[src/rtl/parity_gen_pkg.sv]
// Width defaults shared by the parity generator and anything that instantiates it.
package parity_gen_pkg;

  localparam int DEFAULT_W  = 16;
  localparam int DEFAULT_CW = 8;

endpackage

[src/rtl/parity_gen_parity_reduce.sv]
// Balanced XOR tree producing the even-parity bit of a W-bit word.
module parity_reduce #(
  parameter int W = 16
) (
  input  logic [W-1:0] a,
  output logic         y
);

  localparam int DEPTH  = $clog2(W);
  localparam int LEAVES = 1 << DEPTH;

  // Leaves beyond W are tied to zero so the tree stays balanced for any W.
  for (genvar l = 0; l <= DEPTH; l++) begin : g_lvl
    logic [(LEAVES >> l)-1:0] v;
    if (l == 0) begin : g_leaf
      for (genvar i = 0; i < LEAVES; i++) begin : g_bit
        if (i < W) begin : g_real
          assign v[i] = a[i];
        end else begin : g_pad
          assign v[i] = 1'b0;
        end
      end
    end else begin : g_node
      for (genvar i = 0; i < (LEAVES >> l); i++) begin : g_bit
        assign v[i] = g_lvl[l-1].v[2*i] ^ g_lvl[l-1].v[2*i+1];
      end
    end
  end

  assign y = g_lvl[DEPTH].v[0];

endmodule

[src/rtl/parity_gen.sv]
// Even-parity generator with a registered parity stage, mismatch checker
// and saturating error counter.
module parity_gen
  import parity_gen_pkg::*;
#(
  parameter int W  = DEFAULT_W,
  parameter int CW = DEFAULT_CW
) (
  input  logic          clk,
  input  logic          rst,
  input  logic [W-1:0]  a,
  output logic          parity,
  input  logic          in_valid,
  input  logic          chk_en,
  input  logic          parity_in,
  input  logic          clr,
  output logic          parity_q,
  output logic          odd_q,
  output logic          out_valid,
  output logic          err,
  output logic          err_sticky,
  output logic [CW-1:0] err_cnt
);

  localparam logic [CW-1:0] CNT_MAX = {CW{1'b1}};

  logic mismatch;

  parity_reduce #(.W(W)) u_reduce (
    .a (a),
    .y (parity)
  );

  assign mismatch = in_valid & chk_en & (parity_in != parity);

  always_ff @(posedge clk or posedge rst) begin
    if (rst) begin
      parity_q  <= 1'b0;
      odd_q     <= 1'b1;
      out_valid <= 1'b0;
      err       <= 1'b0;
    end else begin
      out_valid <= in_valid;
      err       <= mismatch;
      if (in_valid) begin
        parity_q <= parity;
        odd_q    <= ~parity;
      end
    end
  end

  // clr wins over a same-cycle mismatch; err above still pulses for it.
  always_ff @(posedge clk or posedge rst) begin
    if (rst) begin
      err_sticky <= 1'b0;
      err_cnt    <= '0;
    end else if (clr) begin
      err_sticky <= 1'b0;
      err_cnt    <= '0;
    end else if (mismatch) begin
      err_sticky <= 1'b1;
      if (err_cnt != CNT_MAX) begin
        err_cnt <= err_cnt + 1'b1;
      end
    end
  end

endmodule

[config.mk]
export PLATFORM = sky130hd
export DESIGN_NAME = parity_gen
export DESIGN_NICKNAME = d
export VERILOG_FILES = /design/src/rtl/parity_gen_pkg.sv /design/src/rtl/parity_gen_parity_reduce.sv /design/src/rtl/parity_gen.sv
export SDC_FILE = /design/constraint.sdc
export NUM_CORES = 1
export LEC_CHECK = 0
export ABC_CLOCK_PERIOD_IN_PS = 5100
export BUFFER_PORTS_ARGS = -buffer_cell sky130_fd_sc_hd__buf_2
export CAP_MARGIN = 20
export CORE_MARGIN = 1
export CORE_UTILIZATION = 28
export CTS_CLUSTER_SIZE = 25
export DETAILED_ROUTE_END_ITERATION = 8
export MAX_ROUTING_LAYER = met4
export PLACE_DENSITY_LB_ADDON = 0.2
export SLEW_MARGIN = 20
export SYNTH_ARGS = -nofsm -noshare
export SYNTH_HDL_FRONTEND = slang
export SYNTH_HIERARCHICAL = 1
export SYNTH_SLANG_ARGS = --single-unit
[constraint.sdc]
create_clock -name clk -period 5.1 [get_ports clk]
set_clock_uncertainty 0.1 [all_clocks]
set_input_delay 0.765 -clock clk [delete_from_list [all_inputs] [get_ports clk]]
set_output_delay 0.765 -clock clk [all_outputs]
set_load 0.03 [all_outputs]
==> results of run 1 <==
-- worst paths after layout --
path,endpoint,cells after the start,start
worst max register to register,err_cnt[5],5,err_cnt[0]
min in group clk,odd_q,2,odd_q
max in group asynchronous,odd_q,2,rst
worst min register to register,odd_q,2,odd_q
worst max-delay path,parity,6,a[12]
worst min-delay path,parity_q,2,rst
-- cell type report --
class / count / share of cell area [%]
Clock buffer: 4 / 2.75
Inverter: 2 / 0.784
Multi-Input combinational cell: 54 / 40.1
Sequential cell: 13 / 34.1
Tap cell: 30 / 3.92
Timing Repair Buffer: 35 / 18.3
-- through the flow --
step	instance area (um2)	worst slack (ps)	total power, mW	util (%)
after floorplan	733	2070	0.244	-
after global placement	931	2110	0.278	37.6
after detailed placement	931	2050	0.282	37.6
after CTS	957	2250	0.345	38.6
after global routing	957	2130	0.366	38.6
final	957	2280	0.339	38.6
-- registers in the layout, summed over array words and instances (netlist names) --
register / count
err_cnt: 8
err: 1
err_sticky: 1
odd_q: 1
out_valid: 1
parity_q: 1
-- synth_stat cells (all sizes together) --
cell type and instances:
o2111ai 1, nand3 3, a41o 1, clkbuf 1
xor2 3, or4 2, nor2 7, a31oi 1
buf 1, inv 2, ha 1, mux2i 1
o21ai 3, mux2 1, dfstp 1, nand2 2
xnor2 14, o31ai 2, nor2b 1, nand4 1
and3 1, a21oi 6, dfrtp 12, or3 3
-- per-layer routing --
layer  GRT usage, %  routed length, um  vias up  part of all wire, %
li1               -                  -      322                    -
met1           15.5                681      297                   46
met2           19.4                749       20                   50
met3           2.59                 64        0                  4.3
met4           7.89                  0        0                    0
met5              -                  0        -                    0
-- power by group --
group	switching, mW	leakage, nW	internal (mW)
Combinational	0.0945	0.266	0.0540
Sequential	0.00798	0.172	0.120
Clock	0.0317	0.0150	0.0302
Total	0.134	0.454	0.205
-- cells by family (layout without fill, tap and decap cells) --
group                    Yosys count  in the layout  synth area share [%]
adder cells (fa/ha/maj)            1              1                  1.71
AO/OA/AOI/OAI                     14             14                  12.5
AND/OR/NAND/NOR                   20             20                  14.0
flip-flops                        13             13                  44.5
XOR/XNOR                          17             17                  21.3
multiplexers                       2              2                  2.90
buffers and inverters              4             41                  3.07
==> impl_metrics.env, run 1 <==
export IMPL_fin_tns_setup_ps=0
export IMPL_path_delay_family="XOR/XNOR gates"
export IMPL_syn_nets=94
export IMPL_path_buf_inv=2
export IMPL_leakage_nw=0.454
export IMPL_avgSynthCellArea_um2=10.3
export IMPL_maxCapViolCount=0
export IMPL_final_common_cell="buf_2"
export IMPL_path_max_fanout=4
export IMPL_violations="DRC"
export IMPL_syn_inst=71
export IMPL_cp_slowest_stage_delay_ps=370
export IMPL_clkSlewWorstSetupHoldPaths_ps=80
export IMPL_setup_viol_count_final=0
export IMPL_ant_nets=0
export IMPL_drtIter0Drc=8
export IMPL_synth_cell_types=25
export IMPL_cp_common_cell="xnor2_1"
export IMPL_die_area_um2=2830
export IMPL_cts_tree="built"
export IMPL_status="complete, but fails checks"
export IMPL_slew_headroom_pct=66.7
export IMPL_clock_fmax_ghz=0.355
export IMPL_fin_crit_ps=2820
export IMPL_drc=2
export IMPL_post_cts_buffers=0
export IMPL_fp_dieW_um=53.2
export IMPL_critPathRequiredTime_ps=4240
export IMPL_fin_cells=138
export IMPL_io_buffers=35
export IMPL_final_cell_mix="buf_2, xnor2_1, dfrtp_1"
export IMPL_grt_pass1_wl_um=2440
export IMPL_cts_made_buffers=3
export IMPL_rsz0062_at_grt="no"
export IMPL_regArea_um2=327
export IMPL_path_cells="buf_2 > xnor2_1 > xnor2_1 > xnor2_1 > xnor2_1 > buf_2"
export IMPL_gp_congestion=0.792
export IMPL_period_share_pct=55.3
export IMPL_powerDensity_nw_per_um2=354
export IMPL_start_kind="primary input"
export IMPL_start_util_pct=29.6
export IMPL_vias_per_cell=4.63
export IMPL_nets=132
export IMPL_syn2layout_area_growth_pct=30.5
export IMPL_clk_latency_ps=270
export IMPL_worst_pin_slew_ps=499
export IMPL_ys_ff_latch=13
export IMPL_critical_path_class="primary input to output pin"
export IMPL_vias=639
export IMPL_coreArea_um2=2480
export IMPL_yosysTopAreaCellShare_pct=41.0
export IMPL_hold_viol_final=0
export IMPL_dp_hpwl_um=1190
export IMPL_worst_r2r_setup_slack_ps=3160
export IMPL_cts_root_buffer="clkbuf_4"
export IMPL_row_count=18
export IMPL_ctsResizeCount=0
export IMPL_die_h_um=53.2
export IMPL_wl_um=1500
export IMPL_yosysTopAreaCell="dfrtp_1"
export IMPL_dr_pass1_iters=6
export IMPL_synth_area_um2=733
export IMPL_cts_hold_buf=0
export IMPL_grt_max_degree=14
export IMPL_synth_area_leaders="dfrtp_1, xnor2_1, a21oi_1"
export IMPL_cp_arrival_ps=1960
export IMPL_cts_htree_levels=1
export IMPL_drv_slew=0
export IMPL_ys_warn_count=6
export IMPL_peakVddDrop_mv=0.176
export IMPL_antenna_found_initial=0
export IMPL_overflow=0
export IMPL_grt_pass1_vias=571
export IMPL_seq_area_frac_synth_pct=44.5
export IMPL_fin_hold_ws_ps=403
export IMPL_critPathCaptureType="output pin"
export IMPL_clock_sinks=13
export IMPL_multiInputGateArea_um2=384
export IMPL_antenna_cells=0
export IMPL_dpl_cell_count=134
export IMPL_wl_per_cell_um=10.8
export IMPL_fill_cells=267
export IMPL_ios=36
export IMPL_grt_usage_pct=12.8
export IMPL_drive_above_1_share_pct=39.8
export IMPL_cp_slowest_cell="xnor2_1"
export IMPL_cts_buffer_depth=2
export IMPL_hp_class="primary input to async pin"
No activity file was read; power rests on OpenSTA's default activity.
==> inputs of run 2 (changes only) <==
--- a/config.mk
+++ b/config.mk
@@ -5,7 +5,7 @@
 export SDC_FILE = /design/constraint.sdc
 export NUM_CORES = 1
 export LEC_CHECK = 0
-export ABC_CLOCK_PERIOD_IN_PS = 5100
+export ABC_CLOCK_PERIOD_IN_PS = 2850
 export BUFFER_PORTS_ARGS = -buffer_cell sky130_fd_sc_hd__buf_2
 export CAP_MARGIN = 20
 export CORE_MARGIN = 1
==> constraint.sdc (replaced) <==
create_clock -name clk -period 2.85 [get_ports clk]
set_clock_uncertainty 0.1 [all_clocks]
set_input_delay 0.4275 -clock clk [delete_from_list [all_inputs] [get_ports clk]]
set_output_delay 0.4275 -clock clk [all_outputs]
set_load 0.03 [all_outputs]
==> impl_metrics.env, run 2 (same netlist as run 1, synthesis figures left out) <==
export IMPL_path_max_fanout=9
export IMPL_clock_sinks=13
export IMPL_cp_arrival_ps=2410
export IMPL_coreArea_um2=2480
export IMPL_critPathRequiredTime_ps=2950
export IMPL_cp_slowest_stage_delay_ps=370
export IMPL_worst_pin_slew_ps=495
export IMPL_syn2layout_area_growth_pct=31.6
export IMPL_postLayoutCoreUtil_pct=38.9
export IMPL_largest_reg_flops=8
export IMPL_slew_headroom_pct=67.0
export IMPL_worst_slack_ps=538
export IMPL_die_h_um=53.2
export IMPL_start_util_pct=29.6
export IMPL_die_area_um2=2830
export IMPL_cts_buffer_depth=2
export IMPL_cts_hold_buf=0
export IMPL_grt_max_degree=14
export IMPL_fin_crit_ps=2310
export IMPL_ctsResizeCount=0
export IMPL_antenna_found_initial=0
export IMPL_final_cell_mix="buf_2, xnor2_1, dfrtp_1"
export IMPL_dr_pass1_iters=6
export IMPL_ff2ff_path_depth=6
export IMPL_largest_register="err_cnt"
export IMPL_hold_viol_final=0
export IMPL_critical_path_class="primary input to register"
export IMPL_start_kind="primary input"
export IMPL_violations="DRC"
export IMPL_final_cell_area_um2=965
export IMPL_fill_cells=271
export IMPL_post_cts_buffers=0
export IMPL_critPathCaptureType="register"
export IMPL_cp_common_cell="xnor2_1"
export IMPL_fp_dieW_um=53.2
export IMPL_antenna_cells=0
export IMPL_leakage_nw=0.458
export IMPL_clk_latency_ps=280
export IMPL_status="complete, but fails checks"
export IMPL_maxCapViolCount=0
export IMPL_ant_nets=0
export IMPL_vias=645
export IMPL_drtIter0Drc=7
export IMPL_ios=36
export IMPL_peakVddDrop_mv=0.325
export IMPL_wl_um=1470
export IMPL_row_count=18
export IMPL_clock_fmax_ghz=0.432
export IMPL_cts_made_buffers=3
export IMPL_drc=2
export IMPL_cts_tree="built"
export IMPL_wl_per_cell_um=10.6
export IMPL_period_share_pct=81.1
export IMPL_clkSlewWorstSetupHoldPaths_ps=80
export IMPL_fin_tns_setup_ps=0
export IMPL_path_cells="buf_2 > xnor2_1 > xnor2_1 > xnor2_1 > xnor2_1 > xor2_2 > o2111ai_2 > buf_4 > or3_1 > a21oi_1"
export IMPL_grt_usage_pct=12.1
export IMPL_dp_slack_ps=270
export IMPL_drv_slew=0
export IMPL_cp_slowest_cell="xnor2_1"
export IMPL_overflow=0
export IMPL_rsz0062_at_grt="no"
export IMPL_grt_pass1_vias=588
export IMPL_cts_root_buffer="clkbuf_4"
export IMPL_vias_per_cell=4.64
export IMPL_drive_above_1_share_pct=40.4
export IMPL_dpl_cell_area_um2=938
export IMPL_hp_class="primary input to async pin"
export IMPL_nets=133
export IMPL_final_common_cell="buf_2"
export IMPL_cts_htree_levels=1
export IMPL_dp_hpwl_um=1190
export IMPL_powerDensity_nw_per_um2=634
export IMPL_grt_pass1_wl_um=2370
export IMPL_setup_viol_count_final=0
export IMPL_gp_congestion=0.831
export IMPL_io_buffers=35
run 2: cell types whose count changed in the layout (fill, tap and decap cells not counted), sizes merged:
cell and delta:
buf +1
run 2: critical path, delay by kind of cell:
family | cells | cell delay (ps)
compound gates | 2 | 320
buf+inv | 2 | 310
simple gates | 1 | 350
xor+xnor | 5 | 1000
run 2: metal layers:
layer  GRT usage (%)  vias up  wire length, um
met5               -        -                0
li1                -      321                -
met4            7.89        0               21
met1            12.9      294              579
met2            20.7       27              767
met3            2.01        3              106
run 2: cell type report:
class	instances	area, um2	share of cell area, %
Inverter	2	7.51	0.778
Tap cell	30	37.5	3.89
Timing Repair Buffer	36	183	18.9
Sequential cell	13	327	33.9
Multi-Input combinational cell	54	384	39.8
Clock buffer	4	26.3	2.72
run 2: final timing paths:
| check | end | slack (ps) | start |
|---|---|---|---|
| worst min register to register | parity_q | 420 | parity_q |
| max in group asynchronous | odd_q | 2240 | rst |
| worst max register to register | err_cnt[4] | 1000 | err_cnt[0] |
| min in group clk | out_valid | 230 | in_valid |
| worst max-delay path | err_cnt[4] | 540 | a[11] |
| worst min-delay path | parity_q | 60 | rst |
run 2: where the power goes:
| part | leakage, nW | switching (mW) | internal (mW) |
|---|---|---|---|
| logic | 0.271 | 0.169 | 0.101 |
| clock network | 0.0150 | 0.0584 | 0.0543 |
| registers | 0.172 | 0.0145 | 0.215 |
| total | 0.458 | 0.241 | 0.370 |
run 2: metrics by stage:
step | power (mW) | hold WS, ps | std cells
after floorplan | 0.437 | 204 | 71
after global placement | 0.503 | 376 | 135
after detailed placement | 0.506 | 389 | 135
after CTS | 0.619 | 87.2 | 139
after global routing | 0.645 | 114 | 139
final | 0.612 | 57.3 | 139
